**src/rtl/chan_mux_seq.sv**
```systemverilog
// Registered N-channel mux: manual select or fixed-dwell time-division scan.
// Latency: 1 cycle from din/sel_in/mode to q, sel_out and strobe.
// No backpressure: en=0 freezes all state and forces strobe low.
module chan_mux_seq #(
  parameter int WIDTH    = 8,
  parameter int CHANNELS = 4,
  parameter int DWELL    = 4,
  localparam int SELW    = ($clog2(CHANNELS) < 1) ? 1 : $clog2(CHANNELS)
) (
  input  logic                      clk,
  input  logic                      rst,
  input  logic                      en,
  input  logic                      mode,
  input  logic [SELW-1:0]           sel_in,
  input  logic [CHANNELS*WIDTH-1:0] din,
  output logic [WIDTH-1:0]          q,
  output logic [SELW-1:0]           sel_out,
  output logic                      strobe
);

  localparam int DCW = ($clog2(DWELL) < 1) ? 1 : $clog2(DWELL);
  localparam logic [SELW-1:0] LAST_SEL = SELW'(CHANNELS - 1);
  localparam logic [DCW-1:0]  LAST_D   = DCW'(DWELL - 1);

  logic [DCW-1:0]   dcnt;
  logic [DCW-1:0]   next_dcnt;
  logic [SELW-1:0]  next_sel;
  logic             mode_q;
  logic [WIDTH-1:0] next_word;

  // Channel selection: manual pick (out-of-range holds), or dwell-paced scan.
  // A fresh entry into scan keeps the current channel and restarts its dwell.
  always_comb begin
    next_sel  = sel_out;
    next_dcnt = '0;
    if (mode) begin
      if (mode_q) begin
        if (dcnt == LAST_D) begin
          next_sel = (sel_out == LAST_SEL) ? '0 : sel_out + SELW'(1);
        end else begin
          next_dcnt = dcnt + DCW'(1);
        end
      end
    end else if (int'(sel_in) < CHANNELS) begin
      next_sel = sel_in;
    end
  end

  // Word mux for the channel about to be registered.
  always_comb begin
    next_word = '0;
    for (int k = 0; k < CHANNELS; k++) begin
      if (next_sel == SELW'(k)) begin
        next_word = din[k*WIDTH +: WIDTH];
      end
    end
  end

  // Register word and index together so they always describe the same channel.
  always_ff @(posedge clk) begin
    if (rst) begin
      q       <= '0;
      sel_out <= '0;
      strobe  <= 1'b0;
      dcnt    <= '0;
      mode_q  <= 1'b0;
    end else if (en) begin
      q       <= next_word;
      sel_out <= next_sel;
      strobe  <= (next_sel != sel_out);
      dcnt    <= next_dcnt;
      mode_q  <= mode;
    end else begin
      strobe  <= 1'b0;
    end
  end

endmodule

```
**config.mk**
```make
export PLATFORM = sky130hd
export DESIGN_NAME = chan_mux_seq
export DESIGN_NICKNAME = d
export VERILOG_FILES = /design/src/rtl/chan_mux_seq.sv
export SDC_FILE = /design/constraint.sdc
export NUM_CORES = 1
export LEC_CHECK = 0
export BUFFER_PORTS_ARGS = -buffer_cell sky130_fd_sc_hd__buf_2
export CELL_PAD_IN_SITES_DETAIL_PLACEMENT = 2
export CELL_PAD_IN_SITES_GLOBAL_PLACEMENT = 2
export CORE_AREA = 2 2 49 97
export DETAILED_ROUTE_END_ITERATION = 10
export DIE_AREA = 0 0 51 99
export MAX_ROUTING_LAYER = met4
export PLACE_DENSITY_LB_ADDON = 0.1
export SLEW_MARGIN = 25
export SYNTH_ARGS = -nofsm -noshare
export SYNTH_HDL_FRONTEND = slang
export SYNTH_SLANG_ARGS = --single-unit
```
**constraint.sdc**
```tcl
create_clock -name clk -period 4.55 [get_ports clk]
set_clock_uncertainty 0.2 [all_clocks]
set_input_delay 0.455 -clock clk [delete_from_list [all_inputs] [get_ports clk]]
set_output_delay 0.455 -clock clk [all_outputs]
set_load 0.005 [all_outputs]
```
## After elaboration in Yosys (flattened, before gate mapping)

Index checks and enable logic that the tools add are counted.

- Register bits: 14
- Input port bits: 38
- Output and inout bits: 11
- Logic and storage cells: 27

- Add/subtract/negate cells: 2
- Equal/unequal tests: 6
- Muxes and demuxes: 11
- Bitwise gates (word level): 1
- Reduce and logical (&&, ||, !) cells: 2

Operators with widths:

| operator | count |
|---|---|
| $mux W8 | 4 |
| $mux W2 | 7 |
| $eq A2 B2 Y1 const B | 4 |
| $add A2 B1 Y2 const B | 2 |
| $eq A2 B1 Y1 const B | 1 |
| $logic_not A2 Y1 | 1 |
| $ne A2 B2 Y1 | 1 |
| $reduce_or A2 Y1 | 1 |
| $not A1 Y1 | 1 |

## Depth between registers and ports, before layout

- Depth after elaboration: 10
- Gate-level depth with buffers: 7
- Depth with buffers taken out: 5

## Worst setup path before layout

OpenSTA, ideal clock, no wires.

- Kind: register -> register
- From: register sel_out[1]
- To: register q[0]
- Library setup time: 0.129 ns
- Data arrival time: 1.723 ns
- Data required time: 4.221 ns
- Setup slack: 2.498 ns
- Stages on the path, launching flop included: 8
- Buffers on the path: 2
- Path through: dfxtp_1 ha_1 and4_4 buf_6 a211o_1 buf_6 a221oi_1 o31ai_1

- Word-level cells in the longest chain between the ends: 10
- Elaborated cells on any way between the ends: 14
- Classes of those cells: add/sub (1); eq/ne (4); mux (8); reduce/logical (1)

Ends and longest elaborated chain:

| what | line | source |
|---|---|---|
| start, declared | 17 | `output logic [SELW-1:0] sel_out,` |
| start signal, assigned | 69 | `sel_out <= next_sel;` |
| $add A2 B1 Y2 or $eq A2 B2 Y1 (tied branches) | 39 | `next_sel = (sel_out == LAST_SEL) ? '0 : sel_out + SELW'(1);` |
| $mux W2 | 39 |  |
| $mux W2 | 38 | `if (dcnt == LAST_D) begin` |
| $mux W2 (*) | 37 | `if (mode_q) begin` |
| $mux W2 (*) | 36 | `if (mode) begin` |
| $logic_not A2 Y1 | 53 | `if (next_sel == SELW'(k)) begin` |
| $mux W8 (3 in a row) | 53 |  |
| $mux W8 (*) | 53 |  |
| end signal, assigned | 68 | `q <= next_word;` |
| end, declared | 16 | `output logic [WIDTH-1:0] q,` |

Mark *: on every way between the ends. The rest lies on a longest branch, timed or not.
A chain may end at the register's enable or synchronous reset.

## Final worst setup path

- From: register dcnt[0]
- To: register q[6]

- Word-level cells in the longest chain between the ends: 9
- Elaborated cells on any way between the ends: 12
- Classes of those cells: eq/ne (4); mux (7); reduce/logical (1)

Ends and longest elaborated chain:

| what | line | source |
|---|---|---|
| start, declared | 25 | `logic [DCW-1:0] dcnt;` |
| start signal, assigned | 71 | `dcnt <= next_dcnt;` |
| $eq A2 B2 Y1 (*) | 38 |  |
| $mux W2 (*) | 38 |  |
| $mux W2 (*) | 37 |  |
| $mux W2 (*) | 36 |  |
| $logic_not A2 Y1 | 53 |  |
| $mux W8 (3 in a row) | 53 |  |
| $mux W8 (*) | 53 |  |

Marked as above.

==> results.py <==
metrics = {
    "run_status": {
        "status": "finished, final reports clean",
    },
    "cts": {
        "clk_pin_slew_ns": 0.07,
        "hold_buffers": 0,
        "clockRootBuffer": "clkbuf_8",
        "clock_latency_ns": 0.25,
        "postCtsSetupRepairBufs": 0,
        "htreeDepth": 1,
        "cts_buffer_depth": 2,
        "post_cts_resized": 0,
        "clock_sink_count": 14,
        "cts_tree": "built",
        "cts_buffers": 3,
    },
    "synth": {
        "synth_nets": 186,
        "ys_warn_count": 0,
        "synth_ff_type": "dfxtp_1",
        "synth_edf_count": 0,
        "syn-cell-area_sq_um": 1170,
        "syn_inst": 146,
        "synth-compound-area-share_pct": 39.4,
        "syn_area_per_cell_sq_um": 7.99,
        "synth_fa_ha_area_share_pct": 2.15,
        "synthTopCellsByArea": "dfxtp_1 24%, a2111oi_1 6.9%, a221oi_1 6.0%",
        "synth_common_cells": "16 x inv_1, 14 x dfxtp_1, 9 x a31oi_1, 9 x nand2_1",
        "yosysMostFrequentCell": "inv_1",
        "synth_xor_area_share_pct": 0.751,
        "yosys.area_share.simple_pct": 17.1,
        "async_flop_share_pct": 0,
        "synth_seq_cells": 14,
        "yosys.area.top_type": "dfxtp_1",
        "yosys.area.top_type_share_pct": 24.0,
        "seq_area_frac_synth_pct": 24.0,
        "muxShareOfSynthArea_pct": 1.72,
        "synth_top_family_by_area": "compound AO/OA/AOI/OAI gates",
        "synthDistinctLibCells": 36,
    },
    "die": {
        "row_count": 34,
        "start_util_pct": 27.1,
        "die_x_um": 51,
        "io_pins": 49,
        "die_area_sq_um": 5050,
        "core-area_sq_um": 4300,
        "die_h_um": 99,
    },
    "drt": {
        "dr.pass1.iters": 3,
        "route.detailed.drc": 0,
        "routedWlPerCell_um": 18.9,
        "drtIter0Drc": 6,
        "routed_wl_mm": 4.44,
        "vias_per_cell": 5.51,
        "vias": 1295,
        "ant_nets": 0,
    },
    "timing": {
        "tns_ns": 0,
        "relSlewSlack_pct": 52.8,
        "layout_setup_ws_ns": 2.13,
        "hold_viol": 0,
        "min_period_over_period_pct": 53.3,
        "worstMarginPinSlew_ns": 0.707,
        "period_needed_ns": 2.42,
        "final_max_slew_viol_count": 0,
        "setup_viol": 0,
        "rsz0062_at_grt": "false",
        "max_freq_ghz": 0.413,
    },
    "global_routing": {
        "grt_usage_pct": 19.4,
        "antenna_found_initial": 0,
        "grt_overflow": 0,
        "grt_pass1_vias": 1407,
        "grt_pass1_wl_mm": 7.32,
        "grt_max_degree": 27,
    },
    "worst_setup_path": {
        "worstPathRequired_ns": 4.47,
        "regToRegStartpoint": "dcnt[0]$_SDFFE_PP0P_",
        "arrival_ns": 2.35,
        "cp_max_fo": 17,
        "crit_path_max_incr_delay_ns": 0.54,
        "cp-startpoint": "dcnt[0]$_SDFFE_PP0P_",
        "r2r_cells": 5,
        "path_cells": "ha_1 -> nand2_1 -> a211o_1 -> a221oi_1 -> o31ai_1",
        "critical-path-slowest-cell": "a211o_1",
        "startpoint_type": "flop",
        "cp-end-kind": "flop",
        "worstSetupPathType": "flop to flop",
    },
    "layout": {
        "diodes": 0,
        "fill_cells": 526,
        "seq_area_sq_um": 280,
        "areaGrowthSynthToFinish_pct": 21.4,
        "drive_above_1_share_pct": 31.5,
        "multi_input_area_sq_um": 712,
        "final_nets": 222,
    },
    "power_and_ir_drop": {
        "peakVddDrop_v": 0.000107,
        "p_per_area_nw_per_um2": 246,
        "power.leakage_uw": 0.000621,
    },
    "placed_design": {
        "place.gp.congestion": 0.785,
        "portBuffers": 48,
        "dp_slack_ns": 2.03,
        "dp_hpwl_mm": 3.62,
    },
    "hold_path": {
        "hold_start": "rst",
        "holdPathStages": 2,
        "hold_path.class": "input port to flop",
    },
    "flow_run": {
        "cap_violations": 0,
    },
}
[registers in the layout (all words and copies together) (netlist names)]
signal   count
mode_q       1
q            8
strobe       1
dcnt         2
sel_out      2
[final timing paths]
check | endpoint | slack (ns)
worst max-delay path | q[6]$_SDFFE_PP0P_ | 2.13
worst min-delay path | dcnt[0]$_SDFFE_PP0P_ | 0.26
worst max register to register | q[6]$_SDFFE_PP0P_ | 2.13
worst min register to register | q[1]$_SDFFE_PP0P_ | 0.26
[placed cells by master, fill, tap and decap left out, drive strengths merged]
cell type | synthesis | routed
buf | 12 | 48
inv | 16 | 16
a2111oi | 16 | 16
dfxtp | 14 | 14
o21ai | 10 | 10
nand2 | 9 | 9
a31oi | 9 | 9
nor4 | 8 | 8
a221oi | 8 | 8
o31ai | 8 | 8
nand2b | 5 | 5
nor2 | 4 | 4
clkbuf | 5 | 4
a21oi | 3 | 3
nand4 | 2 | 2
mux2i | 2 | 2
nand3 | 2 | 2
ha | 2 | 2
and2 | 1 | 1
and4 | 1 | 1
and2b | 1 | 1
nor2b | 1 | 1
and4bb | 1 | 1
a21boi | 1 | 1
o21a | 1 | 1
a21bo | 1 | 1
a211o | 1 | 1
xnor2 | 1 | 1
a21o | 1 | 1
[kinds of logic (layout without fill, tap and decap cells)]
kind of cell	Yosys count	after routing
AO/OA/AOI/OAI	59	59
buffers and inverters	33	68
adder cells (fa/ha/maj)	2	2
multiplexers	2	2
AND/OR/NAND/NOR	35	35
XOR/XNOR	1	1
flip-flops	14	14
[layer usage]
metal,global-route usage (%),vias up,routed length (um)
met5,-,-,0
met4,2.49,0,23
met3,2.73,4,153
met2,37.4,31,2620
met1,20.5,626,1640
li1,-,634,-
[critical path: cells and delay by family, from the launching register on]
kind                       cells  cell delay (ns)
AOI/OAI and AO/OA              3             1.02
and+or+nand+nor                1             0.41
DFF                            1             0.36
adders and majority gates      1             0.31
[cell type report]
cell class | count | share of cell area, %
multi-input combinational | 99 | 50.3
sequential | 14 | 19.8
timing repair buffer | 48 | 17.0
tap | 54 | 4.77
inverter | 16 | 4.24
clock buffer | 4 | 3.89
[stage by stage]
stage / area, sq um / utilization (%) / cells / power [uW] / hold WS, ns
floorplan: 1170 / - / 146 / 190 / 0.244
global placement: 1360 / 31.7 / 231 / 223 / 0.235
detailed placement: 1360 / 31.7 / 231 / 226 / 0.254
CTS: 1420 / 32.9 / 235 / 355 / 0.262
global route: 1420 / 32.9 / 235 / 368 / 0.282
finish: 1420 / 32.9 / 235 / 348 / 0.261
[power breakdown]
group / internal [uW] / switching (uW) / total, uW / leakage (uW)
registers: 131 / 6.42 / 137 / 0.000115
logic: 38.0 / 45.9 / 83.8 / 0.000477
clock network: 76.8 / 50.1 / 127 / 0.0000288
No activity file was read; power rests on OpenSTA's default activity.
